<file path="config.mk">
export PLATFORM = sky130hd
export DESIGN_NAME = id_stage_ctrl
export DESIGN_NICKNAME = d
export VERILOG_FILES = /design/src/rtl/id_stage_ctrl.sv
export SDC_FILE = /design/constraint.sdc
export NUM_CORES = 1
export LEC_CHECK = 0
export ABC_AREA = 1
export CAP_MARGIN = 10
export CORE_ASPECT_RATIO = 1.75
export CORE_MARGIN = 5
export CORE_UTILIZATION = 35
export DETAILED_ROUTE_END_ITERATION = 10
export PLACE_DENSITY = 0.73
export SYNTH_ARGS = -nofsm -noshare
export SYNTH_HDL_FRONTEND = slang
export SYNTH_SLANG_ARGS = --single-unit
</file>
<file path="constraint.sdc">
create_clock -name clk -period 2.77 [get_ports clk]
set_clock_uncertainty 0.2 [all_clocks]
set_input_delay 0.4155 -clock clk [delete_from_list [all_inputs] [get_ports clk]]
set_output_delay 0.4155 -clock clk [all_outputs]
set_load 0.005 [all_outputs]
</file>
<file path="src/rtl/id_stage_ctrl.sv">
// Decode-stage controller: holds the instruction under decode, extracts
// the immediate field and opcode, runs both handshakes, inserts load-use
// bubbles, applies flushes and counts hazard-stall cycles.
// Ports: clk/rst; IF side if_valid/if_instr/if_pc/id_ready;
// EX side id_valid/ex_ready/id_instr/id_pc/id_opcode/id_imm_in/id_illegal;
// hazard inputs ex_valid/ex_is_load/ex_rd; flush; stall_cnt.
module id_stage_ctrl #(
  parameter int XLEN        = 32,
  parameter int STALL_CNT_W = 16
) (
  input  logic                   clk,
  input  logic                   rst,
  input  logic                   if_valid,
  input  logic [XLEN-1:0]        if_instr,
  input  logic [XLEN-1:0]        if_pc,
  output logic                   id_ready,
  output logic                   id_valid,
  input  logic                   ex_ready,
  output logic [XLEN-1:0]        id_instr,
  output logic [XLEN-1:0]        id_pc,
  output logic [6:0]             id_opcode,
  output logic [19:0]            id_imm_in,
  output logic                   id_illegal,
  input  logic                   ex_valid,
  input  logic                   ex_is_load,
  input  logic [4:0]             ex_rd,
  input  logic                   flush,
  output logic [STALL_CNT_W-1:0] stall_cnt
);

  localparam logic [6:0] OP_LOAD  = 7'b0000011;
  localparam logic [6:0] OP_IMM   = 7'b0010011;
  localparam logic [6:0] OP_JALR  = 7'b1100111;
  localparam logic [6:0] OP_STORE = 7'b0100011;
  localparam logic [6:0] OP_BR    = 7'b1100011;
  localparam logic [6:0] OP_LUI   = 7'b0110111;
  localparam logic [6:0] OP_AUIPC = 7'b0010111;
  localparam logic [6:0] OP_JAL   = 7'b1101111;
  localparam logic [6:0] OP_REG   = 7'b0110011;

  typedef enum logic [1:0] {
    EMPTY = 2'd0,
    FULL  = 2'd1,
    STALL = 2'd2
  } state_e;

  state_e                 state_q, state_d;
  logic [XLEN-1:0]        instr_q, instr_d;
  logic [XLEN-1:0]        pc_q, pc_d;
  logic [STALL_CNT_W-1:0] cnt_q, cnt_d;

  logic [31:0] i;
  logic [6:0]  op;
  logic        rs1_used;
  logic        rs2_used;
  logic        legal;
  logic [19:0] imm;
  logic        held;
  logic        hazard;
  logic        fire;
  logic        accept;

  assign i    = instr_q[31:0];
  assign op   = i[6:0];
  assign held = (state_q != EMPTY);

  always_comb begin
    rs1_used = 1'b0;
    rs2_used = 1'b0;
    legal    = 1'b1;
    imm      = '0;
    unique case (op)
      OP_LOAD, OP_IMM, OP_JALR: begin
        rs1_used = 1'b1;
        imm      = {{8{i[31]}}, i[31:20]};
      end
      OP_STORE: begin
        rs1_used = 1'b1;
        rs2_used = 1'b1;
        imm      = {{8{i[31]}}, i[31:25], i[11:7]};
      end
      OP_BR: begin
        rs1_used = 1'b1;
        rs2_used = 1'b1;
        imm      = {{8{i[31]}}, i[31], i[7], i[30:25], i[11:8]};
      end
      OP_LUI, OP_AUIPC: imm = i[31:12];
      OP_JAL:   imm = {i[31], i[19:12], i[20], i[30:21]};
      OP_REG: begin
        rs1_used = 1'b1;
        rs2_used = 1'b1;
      end
      default:  legal = 1'b0;
    endcase
  end

  // x0 is never a real producer, so a load into it cannot stall decode.
  assign hazard = held && ex_valid && ex_is_load && (ex_rd != 5'd0) &&
                  ((rs1_used && (ex_rd == i[19:15])) ||
                   (rs2_used && (ex_rd == i[24:20])));

  assign id_valid = held && !hazard && !flush;
  assign fire     = id_valid && ex_ready;
  assign id_ready = !flush && (!held || fire);
  assign accept   = if_valid && id_ready;

  always_comb begin
    state_d = state_q;
    instr_d = instr_q;
    pc_d    = pc_q;
    cnt_d   = cnt_q;
    if (flush) begin
      state_d = EMPTY;
    end else if (accept) begin
      state_d = FULL;
      instr_d = if_instr;
      pc_d    = if_pc;
    end else if (fire) begin
      state_d = EMPTY;
    end else if (hazard) begin
      state_d = STALL;
      if (cnt_q != '1) cnt_d = cnt_q + STALL_CNT_W'(1);
    end else if (state_q == STALL) begin
      state_d = FULL;
    end
  end

  always_ff @(posedge clk or posedge rst) begin
    if (rst) begin
      state_q <= EMPTY;
      instr_q <= '0;
      pc_q    <= '0;
      cnt_q   <= '0;
    end else begin
      state_q <= state_d;
      instr_q <= instr_d;
      pc_q    <= pc_d;
      cnt_q   <= cnt_d;
    end
  end

  assign id_instr   = instr_q;
  assign id_pc      = pc_q;
  assign id_opcode  = op;
  // Stale instruction bits must not leak into the extender when empty.
  assign id_imm_in  = held ? imm : 20'd0;
  assign id_illegal = held && !legal;
  assign stall_cnt  = cnt_q;

endmodule

</file>
==> results of run 1 <==
layout by cell type (no fill, tap or decap), types with 2 or more instances in the layout:
| cell type | n |
|---|---|
| a21oi_1 | 7 |
| nor2_1 | 30 |
| nand4_1 | 72 |
| o21ai_0 | 5 |
| nor2_2 | 4 |
| clkinvlp_4 | 2 |
| buf_4 | 36 |
| inv_2 | 7 |
| a22o_1 | 3 |
| buf_6 | 2 |
| dfrtp_2 | 4 |
| clkbuf_2 | 6 |
| nand3_1 | 19 |
| nand2_1 | 184 |
| nor2_4 | 2 |
| a221oi_1 | 2 |
| clkdlybuf4s50_1 | 160 |
| inv_1 | 39 |
| dfrtp_1 | 78 |
| nor3_1 | 8 |
| clkbuf_16 | 9 |
| dlygate4sd2_1 | 13 |
| clkdlybuf4s15_2 | 2 |
| buf_2 | 3 |
| nand2_4 | 4 |
| o31ai_1 | 2 |
| nor4_1 | 2 |
| a31oi_1 | 6 |
| xor2_1 | 8 |
| o22ai_1 | 9 |
| a22oi_1 | 2 |
| clkbuf_1 | 2 |
| buf_12 | 3 |
| xnor2_1 | 10 |
| nand2_2 | 3 |
| clkinv_2 | 3 |
report_power, final:
group	switching (mW)	internal [mW]	total [mW]
registers	0.160	1.35	1.52
logic	0.423	0.540	0.962
clock network	0.477	0.696	1.17
per-stage QoR:
step	TNS [ps]	std cells	setup WS (ps)	instance area (um2)	hold WS, ps
3_5_place_dp	-8940	904	-162	6500	259
6_report	0	936	62.9	6940	256
2_1_floorplan	0	564	46.1	4440	265
3_3_place_gp	-5540	904	-192	6500	255
5_1_grt	-160	936	-77.2	6940	287
4_1_cts	-229	932	-164	6910	274
final timing paths:
path	startpoint	depth (start not counted)	endpoint
hold reg to reg	id_pc[13]	2	id_pc[13]
setup / recovery	id_instr[1]	12	id_imm_in[14]
setup reg to reg	id_instr[22]	14	id_instr[21]
min in group clk	id_pc[13]	2	id_pc[13]
hold / removal	rst	2	stall_cnt[14]
max in group asynchronous	rst	3	id_instr[5]
flip-flops by register name, summed over array words and instances (netlist names):
register   flops
id_instr      32
id_pc         32
stall_cnt     16
state_q        2
logic make-up after synthesis:
family	Yosys count
compound gates	42
xor+xnor	18
fa+ha+maj	1
buf+inv	87
flops	82
simple gates	334
per-layer routing:
layer  vias up  GRT usage [%]
li1       2279              -
met1      2283           22.3
met2       240           39.6
met3        44           3.83
met4         0           9.72
met5         -              0
final cells by class:
cell class	instances	area (um2)	share of cell area, %
Timing Repair Buffer	227	2160	31.1
Sequential cell	82	2060	29.6
Multi-Input combinational cell	395	2050	29.5
Clock buffer	11	233	3.35
Tap cell	168	210	3.03
Inverter	48	181	2.61
Clock inverter	5	55.1	0.793
timing repair:
item | 4_1_cts | 5_1_grt
cloned | 1 | 0
setup buffers | 11 | 4
hold buffers | 0 | 0
pin swaps | 7 | 9
gates resized for setup | 45 | 25
setup endpoints to repair | 22 | 38
==> results.sh, run 1 <==
export IMPL_outcome="finished clean"
export IMPL_synth_cell_types=37
export IMPL_grt_max_degree=67
export IMPL_wirelength_um=16300
export IMPL_hold_class="in2async"
export IMPL_ys_flop_type="dfrtp_1"
export IMPL_synthArstFlopShare_pct=100
export IMPL_post_route_util_pct=55.6
export IMPL_finalPower_mw=3.65
export IMPL_fin_crit_sh_pct=97.7
export IMPL_cts_tree="yes"
export IMPL_crit_family="simple AND/OR/NAND/NOR gates"
export IMPL_overflow=0
export IMPL_synth_compound_area_share_pct=6.39
export IMPL_wl_per_cell_um=17.4
export IMPL_rsz0062_at_grt="yes"
export IMPL_area_delta_synth_final_pct=56.3
export IMPL_synth_most_common_cell="nand2_1"
export IMPL_synth_nets=641
export IMPL_max_stage_delay_ps=390
export IMPL_viasPerCell=5.18
export IMPL_dr_total_vias=4846
export IMPL_max_slew_worst_pin_slew_ps=696
export IMPL_cpMostUsedCell="buf_4"
export IMPL_dr_wl_met3_um=983
export IMPL_path_max_fanout=5
export IMPL_routabilityCongestion=0.971
export IMPL_n_fill_cell=1168
export IMPL_top_level_ports=186
export IMPL_finalHoldViolCount=0
export IMPL_maxCapViolCount=0
export IMPL_cts_sinks=82
export IMPL_yosysSeqAreaShare_pct=46.2
export IMPL_synth_area_leader_cell="dfrtp_1"
export IMPL_synth_top_family_by_area="simple AND/OR/NAND/NOR gates"
export IMPL_drt_iter0_drc=255
export IMPL_slew_violations=0
export IMPL_max_slew_margin_pct=53.6
export IMPL_setup_viol=0
export IMPL_synth_fa_ha_area_share_pct=0.282
export IMPL_crit_slowest_cell="dfrtp_1"
export IMPL_grt_pass1_vias=4864
export IMPL_synth_avg_cell_area_um2=7.88
export IMPL_ant_nets=0
export IMPL_synthCells=564
export IMPL_required_ps=2150
export IMPL_synth_top_area_share_pct=46.2
export IMPL_grtUsageTotal_pct=21.3
export IMPL_synth_area_um2=4440
export IMPL_antenna_cells=0
export IMPL_root_buffer="clkbuf_16"
export IMPL_ir_worst_vdd_mv=0.298
export IMPL_die_area_um2=15100
export IMPL_arrival_ps=2090
export IMPL_synth_warnings=0
export IMPL_crit_path_end_kind="output port"
export IMPL_critical_path_buf_inv_count=5
export IMPL_wl_met1_um=5540
export IMPL_fin_nets=840
export IMPL_power_density_nw_per_um2=526
export IMPL_htree_levels=3
export IMPL_core_area_um2=12500
export IMPL_rrSetupSlack_ps=250
export IMPL_worstPathCellList="nand2_1 > inv_2 > nand2_4 > nor2_4 > nor2_2 > nor2_1 > buf_4 > buf_4 > buf_4 > nor3_1 > nor2_1 > clkdlybuf4s15_2"
export IMPL_ys_top_cells_by_area="dfrtp_1, nand2_1, nand4_1"
export IMPL_die_h_um=159
export IMPL_cts_buffer_depth=2
export IMPL_netlist_top_cells_count="nand2_1, dfrtp_1, nand4_1"
export IMPL_die_w_um=95.2
export IMPL_insertion_delay_ps=340
export IMPL_drt_pre_antenna_iters=5
export IMPL_portBuffers=185
export IMPL_startpoint_type="flip-flop"
export IMPL_synth_simple_area_share_pct=34.3
export IMPL_critPathKind="reg2out"
export IMPL_fmax_mhz=369
export IMPL_hpwlAfterDp_um=12000
export IMPL_synth_edf_count=0
export IMPL_start_util_pct=35.6
export IMPL_route_met2_wl_um=9050
export IMPL_synth_seq_cells=82
export IMPL_cts_buffers=9
export IMPL_cellLeakagePower_nw=3.29
export IMPL_synth_xor_area_share_pct=3.55
export IMPL_final_min_clock_period_ps=2710
export IMPL_drive_gt1_share_pct=13.0
export IMPL_highest_layer="met4"
export IMPL_synthMuxAreaShare_pct=0
export IMPL_rows=54
export IMPL_antenna_found_initial=0
export IMPL_clk_pin_slew_ps=60
export IMPL_grt_pass1_wl_um=25300
export IMPL_drc=0
Power figures use the tool's default switching activity.
==> run 2: changes to the inputs <==
--- a/config.mk
+++ b/config.mk
@@ -12,6 +12,7 @@
 export CORE_UTILIZATION = 35
 export DETAILED_ROUTE_END_ITERATION = 10
 export PLACE_DENSITY = 0.73
+export RECOVER_POWER = 25
 export SYNTH_ARGS = -nofsm -noshare
 export SYNTH_HDL_FRONTEND = slang
 export SYNTH_SLANG_ARGS = --single-unit
==> run 2 against run 1 <==
- the run now ends with max-capacitance violations, max-slew violations left
- largest cell class unchanged
- maximum frequency unchanged
- non-clock buffer count unchanged
- total power about the same
- clock power about the same
- routed wire length about the same
- critical path type unchanged
- count of clock-buffer cells in the layout unchanged
- sequential cell count unchanged
- sequential power about the same
- sequential share of layout area unchanged
- utilization unchanged
==> results.sh, run 2 (synthesized netlist as in run 1, its figures left out) <==
export IMPL_wirelength_um=16300
export IMPL_min_from="id_pc[13]"
export IMPL_routabilityCongestion=0.971
export IMPL_cts_sinks=82
export IMPL_startpoint_type="flip-flop"
export IMPL_placed_cell_area_um2=6500
export IMPL_clk_pin_slew_ps=60
export IMPL_required_ps=2150
export IMPL_drive_gt1_share_pct=13.0
export IMPL_route_met2_wl_um=9050
export IMPL_finalHoldViolCount=0
export IMPL_outcome="complete, but fails checks"
export IMPL_fmax_mhz=369
export IMPL_top_level_ports=186
export IMPL_core_area_um2=12500
export IMPL_dr_total_vias=4846
export IMPL_insertion_delay_ps=340
export IMPL_root_buffer="clkbuf_16"
export IMPL_reg2reg_depth=14
export IMPL_antenna_cells=0
export IMPL_dr_wl_met3_um=983
export IMPL_worstSetupStartpoint="id_instr[1]"
export IMPL_fin_crit_sh_pct=97.7
export IMPL_max_slew_margin_pct=-8.92
export IMPL_fin_nets=840
export IMPL_highest_layer="met4"
export IMPL_hold_path_depth=2
export IMPL_htree_levels=3
export IMPL_finalPower_mw=3.65
export IMPL_drt_iter0_drc=255
export IMPL_die_w_um=95.2
export IMPL_violations="max-capacitance violations, max-slew violations"
export IMPL_arrival_ps=2090
export IMPL_antenna_found_initial=0
export IMPL_setup_viol=0
export IMPL_grtUsageTotal_pct=21.3
export IMPL_final_min_clock_period_ps=2710
export IMPL_hold_slack_ps=268
export IMPL_wl_per_cell_um=17.4
export IMPL_cts_buffers=9
export IMPL_dp_slack_ps=-162
export IMPL_instances_no_fill=936
export IMPL_die_h_um=159
export IMPL_path_max_fanout=5
export IMPL_final_common_cell="nand2_1"
export IMPL_cellLeakagePower_nw=3.29
export IMPL_worst_slack_ps=62.9
export IMPL_max_slew_worst_pin_slew_ps=1620
export IMPL_hold_buffers=0
export IMPL_drt_pre_antenna_iters=5
export IMPL_grt_pass1_vias=4864
export IMPL_maxCapViolCount=1
export IMPL_post_route_util_pct=55.6
export IMPL_portBuffers=185
export IMPL_final_cell_area_um2=6940
export IMPL_rows=54
export IMPL_critPathKind="reg2out"
export IMPL_crit_path_end_kind="output port"
export IMPL_wl_met1_um=5540
export IMPL_grt_pass1_wl_um=25300
export IMPL_start_util_pct=35.6
export IMPL_rsz0062_at_grt="yes"
export IMPL_hold_class="reg2reg"
export IMPL_setup_tns_final_ps=0
export IMPL_final_cell_mix="nand2_1, clkdlybuf4s50_1, dfrtp_1, nand4_1, inv_1"
export IMPL_ir_worst_vdd_mv=0.298
export IMPL_power_density_nw_per_um2=526
export IMPL_drc=0
export IMPL_die_area_um2=15100
export IMPL_grt_max_degree=67
export IMPL_dp_cells=904
export IMPL_overflow=0
export IMPL_area_delta_synth_final_pct=56.3
export IMPL_reg2reg_from="id_instr[22]"
export IMPL_cts_tree="yes"
export IMPL_viasPerCell=5.18
export IMPL_ant_nets=0
export IMPL_slew_violations=35
export IMPL_hpwlAfterDp_um=12000
export IMPL_cts_buffer_depth=2
==> run 2: cell types whose count changed in the layout (fill, tap and decap cells not counted), sizes merged <==
cell / change
clkdlybuf4s50: -1
clkinv: -1
clkinvlp: +1
dlygate4sd3: +1
==> run 2: worst paths after layout <==
path	to	slack (ps)
worst max-delay path	id_imm_in[14]	60
worst min-delay path	id_pc[13]	270
worst max register to register	id_instr[21]	250
worst min register to register	id_pc[13]	270
max in group asynchronous	id_instr[5]	750
min in group asynchronous	stall_cnt[14]	710
==> run 2: final cells by class <==
| cell class | instances | area (um2) |
|---|---|---|
| inverters | 48 | 181 |
| clock buffers | 11 | 233 |
| multi-input cells | 395 | 2050 |
| flip-flops and latches | 82 | 2060 |
| well taps | 168 | 210 |
| fillers | 1168 | 5560 |
| clock inverters | 5 | 55.1 |
| repair buffers | 227 | 2160 |
==> run 2: power by group <==
| part | switching [mW] | internal, mW |
|---|---|---|
| Sequential | 0.160 | 1.35 |
| Combinational | 0.423 | 0.540 |
| Clock | 0.477 | 0.696 |
==> run 2: layer usage <==
metal	track usage, %	vias up
met5	0	-
met3	3.83	44
li1	-	2279
met4	9.72	0
met2	39.6	240
met1	22.3	2283
==> run 2: timing repair <==
item                       4_1_cts  5_1_grt
gates resized for setup         45       25
setup buffers                   11        4
setup endpoints to repair       22       38
pin swaps                        7        9
cloned                           1        0
==> run 2: critical path, stage by stage (launching register included) <==
cell and delay (ps):
dfrtp_1 390, nand2_1 120, inv_2 60, nand2_4 110
nor2_4 70, nor2_2 120, nor2_1 50, buf_4 140
buf_4 130, buf_4 130, nor3_1 170, nor2_1 60
clkdlybuf4s15_2 210
